===== config.mk =====
export PLATFORM = sky130hd
export DESIGN_NAME = rsa32_ctrl_flat
export DESIGN_NICKNAME = d
export VERILOG_FILES = /design/src/rtl/rsa32_pkg.sv /design/src/rtl/rsa32_ctrl_if.sv /design/src/rtl/rsa32_ctrl_sync_fifo.sv /design/src/rtl/rsa32_ctrl.sv /design/src/flat_wrapper.sv
export SDC_FILE = /design/constraint.sdc
export NUM_CORES = 1
export LEC_CHECK = 0
export CORE_ASPECT_RATIO = 0.8
export CORE_MARGIN = 5
export CORE_UTILIZATION = 46
export DETAILED_ROUTE_END_ITERATION = 8
export PLACE_DENSITY = 0.74
export SLEW_MARGIN = 0
export SYNTH_ARGS = -nofsm -noshare
export SYNTH_HDL_FRONTEND = slang
export SYNTH_SLANG_ARGS = --single-unit

===== constraint.sdc =====
create_clock -name i_clk -period 7.9 [get_ports i_clk]
set_input_delay 1.58 -clock i_clk [delete_from_list [all_inputs] [get_ports i_clk]]
set_output_delay 1.58 -clock i_clk [all_outputs]
set_load 0.01 [all_outputs]

===== src/rtl/rsa32_pkg.sv =====
// ---------------------------------------------------------------------------
// rsa32_pkg
// Shared definitions for the rsa32 host-side sequencer (rsa32_ctrl):
//   - state_t        : sequencer FSM state encoding
//   - O_ERR_*        : bit positions inside o_err
//   - ERR_W          : width of o_err (3 with operand checking, else 2)
//   - INVALID_RESULT : result word pushed for a rejected operand
// Optional feature macro: RSA32_CTRL_BASE_CHECK_EN
// ---------------------------------------------------------------------------
package rsa32_pkg;

    typedef enum logic [2:0] {
        ST_IDLE,
        ST_CHECK,
        ST_LOAD,
        ST_WAIT_BUSY,
        ST_WAIT_END,
        ST_CAPTURE,
        ST_RELEASE,
        ST_FIN
    } state_t;

    localparam int O_ERR_TIMEOUT  = 0;
    localparam int O_ERR_OVERFLOW = 1;
    localparam int O_ERR_OPERAND  = 2;

`ifdef RSA32_CTRL_BASE_CHECK_EN
    localparam int ERR_W = 3;
`else
    localparam int ERR_W = 2;
`endif

    localparam logic [31:0] INVALID_RESULT = 32'hFFFF_FFFF;

`ifdef RSA32_CTRL_BASE_CHECK_EN
    // The engine only produces meaningful results for base < N with N >= 2.
    function automatic logic operand_invalid(input logic [31:0] base,
                                             input logic [31:0] n);
        return (base >= n) || (n < 32'd2);
    endfunction
`endif

endpackage


===== src/rtl/rsa32_ctrl_if.sv =====
// ---------------------------------------------------------------------------
// rsa32_ctrl_if
// Start/end handshake and operand bus between the sequencer and one rsa32
// engine.
//   eng_start  : level start (sequencer -> engine)
//   eng_base   : base operand
//   eng_exp    : exponent operand
//   eng_n      : modulus operand
//   eng_result : engine result (engine -> sequencer)
//   eng_end    : engine idle/done level (engine -> sequencer)
// modport master : sequencer side; modport slave : engine side.
// ---------------------------------------------------------------------------
interface rsa32_ctrl_if;
    logic        eng_start;
    logic [31:0] eng_base;
    logic [31:0] eng_exp;
    logic [31:0] eng_n;
    logic [31:0] eng_result;
    logic        eng_end;

    modport master (
        output eng_start, eng_base, eng_exp, eng_n,
        input  eng_result, eng_end
    );

    modport slave (
        input  eng_start, eng_base, eng_exp, eng_n,
        output eng_result, eng_end
    );
endinterface


===== src/rtl/rsa32_ctrl_sync_fifo.sv =====
// ---------------------------------------------------------------------------
// sync_fifo
// Single-clock show-ahead FIFO.
//   i_clk, i_rstn : clock, asynchronous active-low reset (empties the FIFO)
//   i_push/i_data : write; accepted when not full, or when full and popping
//   i_pop         : read; ignored when empty
//   o_data        : head entry, forced to 0 while empty
//   o_full/o_empty: occupancy flags
// DEPTH must be a power of two (pointers wrap naturally).
// ---------------------------------------------------------------------------
module sync_fifo #(
    parameter int WIDTH = 32,
    parameter int DEPTH = 8
) (
    input  logic             i_clk,
    input  logic             i_rstn,
    input  logic             i_push,
    input  logic [WIDTH-1:0] i_data,
    input  logic             i_pop,
    output logic [WIDTH-1:0] o_data,
    output logic             o_full,
    output logic             o_empty
);
    localparam int AW = $clog2(DEPTH);
    localparam logic [AW:0] CNT_ONE  = (AW + 1)'(1);
    localparam logic [AW:0] CNT_FULL = (AW + 1)'(DEPTH);

    logic [WIDTH-1:0] r_mem [DEPTH];
    logic [AW-1:0]    r_wr_ptr;
    logic [AW-1:0]    r_rd_ptr;
    logic [AW:0]      r_count;
    logic             w_do_push;
    logic             w_do_pop;

    assign o_full    = (r_count == CNT_FULL);
    assign o_empty   = (r_count == '0);
    assign w_do_pop  = i_pop && !o_empty;
    // A push into a full FIFO still lands if the head leaves in the same cycle.
    assign w_do_push = i_push && (!o_full || w_do_pop);
    assign o_data    = o_empty ? '0 : r_mem[r_rd_ptr];

    always_ff @(posedge i_clk) begin
        if (w_do_push) begin
            r_mem[r_wr_ptr] <= i_data;
        end
    end

    always_ff @(posedge i_clk or negedge i_rstn) begin
        if (!i_rstn) begin
            r_wr_ptr <= '0;
            r_rd_ptr <= '0;
            r_count  <= '0;
        end else begin
            if (w_do_push) r_wr_ptr <= r_wr_ptr + 1'b1;
            if (w_do_pop)  r_rd_ptr <= r_rd_ptr + 1'b1;
            case ({w_do_push, w_do_pop})
                2'b10:   r_count <= r_count + CNT_ONE;
                2'b01:   r_count <= r_count - CNT_ONE;
                default: r_count <= r_count;
            endcase
        end
    end
endmodule


===== src/rtl/rsa32_ctrl.sv =====
// ---------------------------------------------------------------------------
// rsa32_ctrl
// Batch sequencer for one rsa32 modular-exponentiation engine. Base words are
// queued in an input FIFO, sent one at a time over the engine's level-start /
// end handshake, and results are queued in an output FIFO for the bus side.
//
// Ports:
//   i_clk, i_rstn       : clock, asynchronous active-low reset
//   i_go                : start a batch (ignored while o_busy)
//   i_exp, i_N          : exponent / modulus, sampled on an accepted i_go
//   i_wr_en, i_wr_data  : input FIFO write; o_wr_full when full
//   i_rd_en, o_rd_data  : output FIFO pop / show-ahead head; o_rd_empty
//   o_busy, o_done      : batch in progress / one-cycle completion pulse
//   o_err               : sticky errors (timeout, overflow[, invalid operand])
//   eng                 : engine handshake (rsa32_ctrl_if.master)
//
// Optional feature macro: RSA32_CTRL_BASE_CHECK_EN -- reject base >= N or
// N < 2 without using the engine, push INVALID_RESULT, o_err widens to 3.
// ---------------------------------------------------------------------------
module rsa32_ctrl
    import rsa32_pkg::*;
#(
    parameter int DEPTH        = 8,
    parameter int BUSY_TIMEOUT = 4
) (
    input  logic             i_clk,
    input  logic             i_rstn,
    input  logic             i_go,
    input  logic [31:0]      i_exp,
    input  logic [31:0]      i_N,
    input  logic             i_wr_en,
    input  logic [31:0]      i_wr_data,
    output logic             o_wr_full,
    input  logic             i_rd_en,
    output logic [31:0]      o_rd_data,
    output logic             o_rd_empty,
    output logic             o_busy,
    output logic             o_done,
    output logic [ERR_W-1:0] o_err,
    rsa32_ctrl_if.master     eng
);
    localparam logic [15:0] TMO_LAST = 16'(BUSY_TIMEOUT - 1);

    state_t           r_state;
    logic             r_busy;
    logic             r_done;
    logic             r_start;
    logic [ERR_W-1:0] r_err;
    logic [31:0]      r_base;
    logic [31:0]      r_exp;
    logic [31:0]      r_n;
    logic [15:0]      r_tmo_cnt;

    logic [31:0]      w_in_data;
    logic             w_in_full;
    logic             w_in_empty;
    logic             w_in_pop;
    logic             w_out_full;
    logic             w_out_push;
    logic [31:0]      w_out_data;
    logic             w_tmo_hit;
    logic             w_wr_drop;
`ifdef RSA32_CTRL_BASE_CHECK_EN
    logic             w_invalid;
    assign w_invalid = operand_invalid(w_in_data, r_n);
`endif

    assign w_in_pop  = (r_state == ST_LOAD);
    assign w_tmo_hit = (r_state == ST_WAIT_BUSY) && eng.eng_end && (r_tmo_cnt == TMO_LAST);
    assign w_wr_drop = i_wr_en && w_in_full && !w_in_pop;

    // Result sources: engine result in CAPTURE, zero on a busy timeout, and
    // optionally the invalid-operand marker straight out of LOAD.
    always_comb begin
        w_out_push = 1'b0;
        w_out_data = '0;
        if (r_state == ST_CAPTURE) begin
            w_out_push = 1'b1;
            w_out_data = eng.eng_result;
        end else if (w_tmo_hit) begin
            w_out_push = 1'b1;
        end
`ifdef RSA32_CTRL_BASE_CHECK_EN
        else if ((r_state == ST_LOAD) && w_invalid) begin
            w_out_push = 1'b1;
            w_out_data = INVALID_RESULT;
        end
`endif
    end

    sync_fifo #(.WIDTH(32), .DEPTH(DEPTH)) u_in_fifo (
        .i_clk   (i_clk),
        .i_rstn  (i_rstn),
        .i_push  (i_wr_en),
        .i_data  (i_wr_data),
        .i_pop   (w_in_pop),
        .o_data  (w_in_data),
        .o_full  (w_in_full),
        .o_empty (w_in_empty)
    );

    sync_fifo #(.WIDTH(32), .DEPTH(DEPTH)) u_out_fifo (
        .i_clk   (i_clk),
        .i_rstn  (i_rstn),
        .i_push  (w_out_push),
        .i_data  (w_out_data),
        .i_pop   (i_rd_en),
        .o_data  (o_rd_data),
        .o_full  (w_out_full),
        .o_empty (o_rd_empty)
    );

    always_ff @(posedge i_clk or negedge i_rstn) begin
        if (!i_rstn) begin
            r_state   <= ST_IDLE;
            r_busy    <= 1'b0;
            r_done    <= 1'b0;
            r_start   <= 1'b0;
            r_err     <= '0;
            r_base    <= '0;
            r_exp     <= '0;
            r_n       <= '0;
            r_tmo_cnt <= '0;
        end else begin
            r_done <= 1'b0;
            case (r_state)
                ST_IDLE: begin
                    if (i_go) begin
                        r_exp   <= i_exp;
                        r_n     <= i_N;
                        r_err   <= '0;
                        r_busy  <= 1'b1;
                        r_state <= ST_CHECK;
                    end
                end
                ST_CHECK: begin
                    if (w_in_empty) begin
                        r_done  <= 1'b1;
                        r_state <= ST_FIN;
                    end else if (!w_out_full) begin
                        r_state <= ST_LOAD;
                    end
                end
                ST_LOAD: begin
                    r_base <= w_in_data;
`ifdef RSA32_CTRL_BASE_CHECK_EN
                    if (w_invalid) begin
                        r_err[O_ERR_OPERAND] <= 1'b1;
                        r_state              <= ST_CHECK;
                    end else begin
                        r_start   <= 1'b1;
                        r_tmo_cnt <= '0;
                        r_state   <= ST_WAIT_BUSY;
                    end
`else
                    r_start   <= 1'b1;
                    r_tmo_cnt <= '0;
                    r_state   <= ST_WAIT_BUSY;
`endif
                end
                ST_WAIT_BUSY: begin
                    if (!eng.eng_end) begin
                        r_state <= ST_WAIT_END;
                    end else if (w_tmo_hit) begin
                        r_err[O_ERR_TIMEOUT] <= 1'b1;
                        r_start              <= 1'b0;
                        r_state              <= ST_RELEASE;
                    end else begin
                        r_tmo_cnt <= r_tmo_cnt + 16'd1;
                    end
                end
                ST_WAIT_END: begin
                    if (eng.eng_end) r_state <= ST_CAPTURE;
                end
                ST_CAPTURE: begin
                    // Dropping start here gives the engine one low cycle
                    // (RELEASE) to re-arm its level-to-pulse converter.
                    r_start <= 1'b0;
                    r_state <= ST_RELEASE;
                end
                ST_RELEASE: begin
                    r_state <= ST_CHECK;
                end
                ST_FIN: begin
                    r_busy  <= 1'b0;
                    r_state <= ST_IDLE;
                end
                default: begin
                    r_busy  <= 1'b0;
                    r_start <= 1'b0;
                    r_state <= ST_IDLE;
                end
            endcase
            // Placed after the FSM so an overflow in the go cycle is not lost.
            if (w_wr_drop) r_err[O_ERR_OVERFLOW] <= 1'b1;
        end
    end

    assign o_wr_full     = w_in_full;
    assign o_busy        = r_busy;
    assign o_done        = r_done;
    assign o_err         = r_err;
    assign eng.eng_start = r_start;
    assign eng.eng_base  = r_base;
    assign eng.eng_exp   = r_exp;
    assign eng.eng_n     = r_n;
endmodule


===== src/flat_wrapper.sv =====
// flat-port wrapper written by rule: the top's interface ports become plain ports
module rsa32_ctrl_flat import rsa32_pkg::*;
#(
    parameter int DEPTH        = 8,
    parameter int BUSY_TIMEOUT = 4
)
  (i_clk, i_rstn, i_go, i_exp, i_N, i_wr_en, i_wr_data, o_wr_full, i_rd_en, o_rd_data, o_rd_empty, o_busy, o_done, o_err, eng_eng_start, eng_eng_base, eng_eng_exp, eng_eng_n, eng_eng_result, eng_eng_end);
  rsa32_ctrl_if eng_i ();
  input  logic i_clk;
  input  logic i_rstn;
  input  logic i_go;
  input  logic [31:0] i_exp;
  input  logic [31:0] i_N;
  input  logic i_wr_en;
  input  logic [31:0] i_wr_data;
  output logic o_wr_full;
  input  logic i_rd_en;
  output logic [31:0] o_rd_data;
  output logic o_rd_empty;
  output logic o_busy;
  output logic o_done;
  output logic [ERR_W-1:0] o_err;
  output wire logic [$bits(eng_i.eng_start)-1:0] eng_eng_start;
  output wire logic [$bits(eng_i.eng_base)-1:0] eng_eng_base;
  output wire logic [$bits(eng_i.eng_exp)-1:0] eng_eng_exp;
  output wire logic [$bits(eng_i.eng_n)-1:0] eng_eng_n;
  input wire logic [$bits(eng_i.eng_result)-1:0] eng_eng_result;
  input wire logic [$bits(eng_i.eng_end)-1:0] eng_eng_end;
  assign eng_eng_start = eng_i.eng_start;
  assign eng_eng_base = eng_i.eng_base;
  assign eng_eng_exp = eng_i.eng_exp;
  assign eng_eng_n = eng_i.eng_n;
  assign eng_i.eng_result = eng_eng_result;
  assign eng_i.eng_end = eng_eng_end;
  rsa32_ctrl #(.DEPTH(DEPTH), .BUSY_TIMEOUT(BUSY_TIMEOUT)) u_core (.i_clk(i_clk), .i_rstn(i_rstn), .i_go(i_go), .i_exp(i_exp), .i_N(i_N), .i_wr_en(i_wr_en), .i_wr_data(i_wr_data), .o_wr_full(o_wr_full), .i_rd_en(i_rd_en), .o_rd_data(o_rd_data), .o_rd_empty(o_rd_empty), .o_busy(o_busy), .o_done(o_done), .o_err(o_err), .eng(eng_i));
endmodule

==> flow_metrics.env, run 1 <==
export IMPL_die_width_um=274
export IMPL_setup_viol=0
export IMPL_gp_congestion=0.819
export IMPL_hold_worst_slack_ns=0.477
export IMPL_clock_sinks=652
export IMPL_hold_buffers=0
export IMPL_end_kind="primary output"
export IMPL_powerDensity_nw_per_um2=362
export IMPL_htreeDepth=2
export IMPL_grt_first_pass_wirelength_um=84400
export IMPL_worstSetupStartpointType="flop"
export IMPL_post_place_ws_ns=3.19
export IMPL_criticalPathCategory="reg2out"
export IMPL_synthFlopType="edfxtp_1"
export IMPL_cts_setup_buffers=0
export IMPL_crit_path_max_fanout=43
export IMPL_ys_seq_elements=652
export IMPL_ys_warn_count=0
export IMPL_postRouteAntennaNets=0
export IMPL_grt_pass1_vias=13800
export IMPL_fin_crit_sh_pct=65.5
export IMPL_post_cts_resized=0
export IMPL_fin_ws_ns=2.72
export IMPL_period_needed_ns=5.18
export IMPL_fmax_ghz=0.193
export IMPL_worst_pin_slew_ns=1.17
export IMPL_wirelength_um=54400
export IMPL_synth_edf_count=512
export IMPL_syn_cell_area_um2=25600
export IMPL_grt_remaining_overflow=0
export IMPL_start_util_pct=46.3
export IMPL_antenna_cells=0
export IMPL_leakagePower_uw=0.0109
export IMPL_nNetsFinal=1768
export IMPL_cts_path_max_buffers=3
export IMPL_status="finished clean"
export IMPL_finalMaxSlewViolations=0
export IMPL_syn2layout_area_growth_pct=22.4
export IMPL_seq_area_frac_synth_pct=73.8
export IMPL_fin_worst_skew_ns=0.0235
export IMPL_relSlewSlack_pct=21.5
export IMPL_layout_drive_gt1_share_pct=21.9
export IMPL_track_usage_pct=18.1
export IMPL_total_power_uw=11300
export IMPL_crit_required_ns=6.32
export IMPL_synth_distinct_cells=64
export IMPL_clkLatencyLatePin_ns=0.63
export IMPL_hold_viol=0
export IMPL_die_area_um2=60500
export IMPL_die_y_um=221
export IMPL_rows=77
export IMPL_dp_hpwl_um=32500
export IMPL_via_per_inst=5.43
export IMPL_grt_max_degree=92
export IMPL_root_buffer="clkbuf_16"
export IMPL_post_drt_wl_per_cell_um=22.4
export IMPL_first_pass_iters=5
export IMPL_synthCells=1332
export IMPL_placed_cells=2310
export IMPL_io_buffers=268
export IMPL_synthArstFlopShare_pct=21.5
export IMPL_rsz0062_at_grt="false"
export IMPL_ios=269
export IMPL_antenna_found_initial=5
export IMPL_max_cap_violations=0
export IMPL_cp_arrival_ns=3.60
export IMPL_min_delay_path_class="reg2reg"
export IMPL_synth_nets=1477
export IMPL_drt_iter0_markers=1050
export IMPL_cts_tree="done"
export IMPL_vias=13200
export IMPL_core_area_um2=55200
export IMPL_drc=0
export IMPL_final_cells=2425
export IMPL_numCtsBuffers=61
export IMPL_ir_worst_vdd_v=0.000239
export IMPL_avgSynthCellArea_um2=19.2
export IMPL_tns_ns=0
export IMPL_clkTransAtPathRegs_ns=0.06
==> layout by cell type, fill, tap and decap left out, types with 4 or more instances in the layout <==
cell / Yosys / final
nor3_1: 12 / 5
clkbuf_1: 29 / 8
clkbuf_16: 0 / 61
nor2_1: 67 / 58
mux4_2: 128 / 128
mux2i_1: 66 / 66
clkinv_1: 0 / 11
bufinv_16: 0 / 8
ha_1: 9 / 9
clkbuf_8: 0 / 4
nand3_1: 10 / 10
nor2_4: 0 / 9
nor3_2: 0 / 7
mux2_2: 65 / 65
edfxtp_1: 512 / 512
dfrtp_2: 0 / 4
or3_1: 4 / 4
o211ai_1: 7 / 7
nand2b_1: 6 / 6
nand2_1: 62 / 61
a21oi_1: 14 / 14
inv_1: 15 / 15
xnor2_1: 20 / 20
dfrtp_1: 140 / 134
and2_1: 33 / 33
buf_4: 2 / 26
o21ai_0: 45 / 45
clkinv_2: 0 / 15
clkdlybuf4s50_1: 0 / 267
==> flip-flops by register name (all words and copies together) (netlist names) <==
register	cells
u_core.eng.eng_start	1
u_core.u_in_fifo.r_rd_ptr	3
u_core.r_tmo_cnt	16
u_core.r_state	3
u_core.u_in_fifo.r_wr_ptr	3
u_core.o_err	2
u_core.u_in_fifo.r_mem	256
u_core.eng.eng_base	32
u_core.u_out_fifo.r_mem	256
u_core.o_done	1
u_core.u_in_fifo.r_count	4
u_core.o_busy	1
u_core.u_out_fifo.r_wr_ptr	3
u_core.eng.eng_n	32
u_core.u_out_fifo.r_rd_ptr	3
u_core.u_out_fifo.r_count	4
u_core.eng.eng_exp	32
==> synthesized netlist by cell type, types with 2 or more instances <==
master     instances  share of area, %
nor3_1            12              0.23
o21ai_2            2             0.068
edfxtp_1         512                60
nand2_1           62              0.91
a21o_1             2             0.059
dfrtp_1          140                14
or3_1              4             0.098
xnor2_1           20              0.68
buf_6              2             0.088
fa_1               2              0.16
ha_1               9              0.44
nand2b_1           6              0.15
mux2i_1           66               2.6
buf_4              2             0.059
nor2_1            67              0.98
a2111oi_1          3              0.12
nand4_1            2             0.049
a211oi_1           2             0.059
nor4_4             2              0.17
o211ai_1           7              0.21
nand3_1           10              0.20
buf_1              9              0.13
mux4_2           128                11
clkbuf_1          29              0.43
buf_2             24              0.47
a21oi_1           14              0.27
inv_1             15              0.22
and2_1            33              0.81
o21ai_0           45              0.88
nor4_1             3             0.073
mux2_2            65               2.9
==> worst paths after layout <==
path                                                                  end  slack, ns  cells past startpoint                                       from
max in group asynchronous       u_core.u_out_fifo.r_rd_ptr[0]$_DFFE_PN0P_       5.50                      2                                     i_rstn
worst max register to register   u_core.u_out_fifo.r_mem[2][17]$_DFFE_PP_       4.37                      5              u_core.r_state[0]$_DFFE_PN0P_
worst min-delay path                   u_core.eng.eng_base[8]$_DFFE_PN0N_       0.48                      2         u_core.eng.eng_base[8]$_DFFE_PN0N_
worst max-delay path                                        o_rd_data[28]       2.72                      5  u_core.u_out_fifo.r_rd_ptr[0]$_DFFE_PN0P_
min in group asynchronous             u_core.eng.eng_base[30]$_DFFE_PN0N_       1.08                      1                                     i_rstn
worst min register to register         u_core.eng.eng_base[8]$_DFFE_PN0N_       0.48                      2         u_core.eng.eng_base[8]$_DFFE_PN0N_
==> power breakdown <==
group | switching (µW) | internal [µW] | total (µW)
sequential | 443 | 4300 | 4740
combinational | 1670 | 1910 | 3580
clock | 1270 | 1720 | 3000
total | 3390 | 7940 | 11300
==> final cells by class <==
type	count	area, µm²
clock buffer	73	1610
tap	750	938
fill	4101	23900
clock inverter	42	468
inverter	16	60.1
multi-input combinational	598	6460
sequential	652	18900
timing repair buffer	294	2880
==> stage by stage <==
| stage | instance area, µm² | util, % |
|---|---|---|
| floorplan | 25600 | - |
| global placement | 29200 | 52.9 |
| detailed placement | 29200 | 52.9 |
| CTS | 31300 | 56.7 |
| global route | 31300 | 56.7 |
| finish | 31300 | 56.7 |
==> routing by layer <==
layer	wire length, µm	track usage, %
met5	73	0
met3	3320	3.83
met4	1030	3.97
met2	27300	30.0
met1	22700	25.0
==> critical path, cell delays in order, from the launching register on <==
cell and delay, ns:
dfrtp_4 0.99, buf_4 0.57, mux4_2 0.56, mux2i_1 0.25, nor2_1 0.07, clkdlybuf4s50_1 0.51
==> cells by family (layout without fill, tap and decap cells) <==
group / after synthesis / count (layout) / synth area share (%)
mux: 261 / 261 / 16.8
buf+inv: 82 / 425 / 1.41
flops: 652 / 652 / 73.8
fa+ha+maj: 11 / 11 / 0.597
simple gates: 218 / 218 / 4.33
compound gates: 87 / 87 / 2.36
xor+xnor: 21 / 21 / 0.719
No activity file was read; power rests on OpenSTA's default activity.
==> run 2, diff against run 1 <==
--- a/config.mk
+++ b/config.mk
@@ -9,7 +9,7 @@
 export CORE_MARGIN = 5
 export CORE_UTILIZATION = 46
 export DETAILED_ROUTE_END_ITERATION = 8
-export PLACE_DENSITY = 0.74
+export PLACE_DENSITY = 0.77
 export SLEW_MARGIN = 0
 export SYNTH_ARGS = -nofsm -noshare
 export SYNTH_HDL_FRONTEND = slang
==> constraint.sdc (replaced) <==
create_clock -name i_clk -period 4.6 [get_ports i_clk]
set_input_delay 0.92 -clock i_clk [delete_from_list [all_inputs] [get_ports i_clk]]
set_output_delay 0.92 -clock i_clk [all_outputs]
set_load 0.01 [all_outputs]
==> run 2 against run 1 <==
Effect of this change: sequential cell count stayed put; die area stayed put; count of clock-buffer cells in the layout up 6; final area increased by 0.35%; clock skew increased by 0.040 ns.
==> flow_metrics.env, run 2 (synthesis results as in run 1) <==
export IMPL_status="finished clean"
export IMPL_die_area_um2=60500
export IMPL_post_place_ws_ns=1.12
export IMPL_cpMaxStageDelayCell="dfrtp_4"
export IMPL_max_cap_violations=0
export IMPL_fmax_ghz=0.249
export IMPL_final_common_cell="edfxtp_1"
export IMPL_tns_ns=0
export IMPL_syn2layout_area_growth_pct=22.8
export IMPL_core_area_um2=55200
export IMPL_cts_path_max_buffers=3
export IMPL_grt_first_pass_wirelength_um=83800
export IMPL_clkLatencyLatePin_ns=0.65
export IMPL_ios=269
export IMPL_rows=77
export IMPL_antenna_found_initial=6
export IMPL_utilization_pct=56.9
export IMPL_first_pass_iters=5
export IMPL_ir_worst_vdd_v=0.000419
export IMPL_htreeDepth=2
export IMPL_die_width_um=274
export IMPL_gp_congestion=0.832
export IMPL_fillers=4036
export IMPL_fin_ws_ns=0.581
export IMPL_cts_tree="done"
export IMPL_postRouteAntennaNets=0
export IMPL_hold_viol=0
export IMPL_critPathBufInv=2
export IMPL_crit_chain="buf_12, mux4_2, mux2i_1, nor2_1, clkdlybuf4s50_1"
export IMPL_drc=0
export IMPL_rsz0062_at_grt="false"
export IMPL_wirelength_um=54600
export IMPL_leakagePower_uw=0.0109
export IMPL_post_cts_resized=0
export IMPL_fin_worst_skew_ns=0.0634
export IMPL_hold_buffers=0
export IMPL_critPathTopFamily="multiplexers"
export IMPL_crit_path_max_fanout=34
export IMPL_fin_crit_sh_pct=87.4
export IMPL_grt_pass1_vias=14000
export IMPL_vias=13200
export IMPL_clock_sinks=652
export IMPL_crit_required_ns=3.68
export IMPL_period_needed_ns=4.02
export IMPL_powerDensity_nw_per_um2=622
export IMPL_largestRegisters="u_core.u_in_fifo.r_mem: 256 flops, u_core.u_out_fifo.r_mem: 256 flops"
export IMPL_nNetsFinal=1773
export IMPL_criticalPathCategory="reg2out"
export IMPL_clkTransAtPathRegs_ns=0.06
export IMPL_setup_viol=0
export IMPL_layout_common_cells="edfxtp_1, clkdlybuf4s50_1, dfrtp_1"
export IMPL_grt_remaining_overflow=0
export IMPL_cp_arrival_ns=3.10
export IMPL_finalMaxSlewViolations=0
export IMPL_worstSetupStartpointType="flop"
export IMPL_die_y_um=221
export IMPL_start_util_pct=46.3
export IMPL_drt_iter0_markers=886
export IMPL_post_drt_wl_per_cell_um=22.4
export IMPL_cpPeakStageDelay_ns=0.68
export IMPL_worst_pin_slew_ns=0.940
export IMPL_numCtsBuffers=60
export IMPL_grt_max_degree=79
export IMPL_end_kind="primary output"
export IMPL_cts_setup_buffers=0
export IMPL_root_buffer="clkbuf_16"
export IMPL_track_usage_pct=17.8
export IMPL_dp_hpwl_um=33000
export IMPL_io_buffers=268
export IMPL_min_delay_path_class="in2async"
export IMPL_via_per_inst=5.42
export IMPL_relSlewSlack_pct=36.7
export IMPL_layout_drive_gt1_share_pct=22.1
[run 2: cell types whose count changed in the layout (fill, tap and decap cells not counted), moves of 3 or more]
cell	before	now
clkinv_4	0	3
clkbuf_1	8	13
clkinv_1	11	3
clkinv_2	15	9
buf_4	26	30
clkinvlp_4	3	6
[run 2: layout make-up]
cell class / instances / area, µm² / share of cell area [%]
clock buffer: 79 / 1630 / 5.20
multi-input combinational: 598 / 6460 / 20.5
clock inverter: 34 / 483 / 1.54
sequential: 652 / 18900 / 60.1
inverter: 16 / 60.1 / 0.191
antenna: 2 / 5.00 / 0.0159
tap: 750 / 938 / 2.99
timing repair buffer: 300 / 2950 / 9.39
[run 2: layer usage]
metal	wire length, µm	GRT usage, %
met1	22700	24.4
met5	37	0.957
met3	3200	3.61
met4	1020	3.99
met2	27600	29.9
[run 2: metrics by stage]
step / power (µW) / area, µm² / cells / hold slack [ns]
2_1_floorplan: 11800 / 25600 / 1332 / 0.476
3_3_place_gp: 14400 / 29300 / 2316 / 0.465
3_5_place_dp: 14500 / 29300 / 2316 / 0.472
4_1_cts: 19800 / 31400 / 2429 / 0.291
5_1_grt: 20500 / 31400 / 2430 / 0.326
6_report: 19500 / 31400 / 2431 / 0.291
[run 2: where the power goes]
group	leakage [µW]	internal (µW)	switching (µW)	total [µW]
Clock	0.00101	3030	2180	5210
Sequential	0.00639	7380	957	8340
Combinational	0.00348	3310	2670	5980
Total	0.0109	13700	5810	19500
[run 2: final timing paths]
path                                                           startpoint                                      end  slack (ns)  cells past startpoint
worst min-delay path                                               i_rstn      u_core.eng.eng_base[23]$_DFFE_PN0N_        0.29                      1
min in group i_clk                    u_core.eng.eng_base[31]$_DFFE_PN0N_      u_core.eng.eng_base[31]$_DFFE_PN0N_        0.48                      2
worst min register to register        u_core.eng.eng_base[31]$_DFFE_PN0N_      u_core.eng.eng_base[31]$_DFFE_PN0N_        0.48                      2
worst max register to register              u_core.r_state[0]$_DFFE_PN0P_  u_core.u_in_fifo.r_mem[3][10]$_DFFE_PP_        1.25                      7
worst max-delay path            u_core.u_out_fifo.r_rd_ptr[0]$_DFFE_PN0P_                            o_rd_data[29]        0.58                      5
max in group asynchronous                                          i_rstn       u_core.eng.eng_exp[12]$_DFFE_PN0P_        3.41                      2
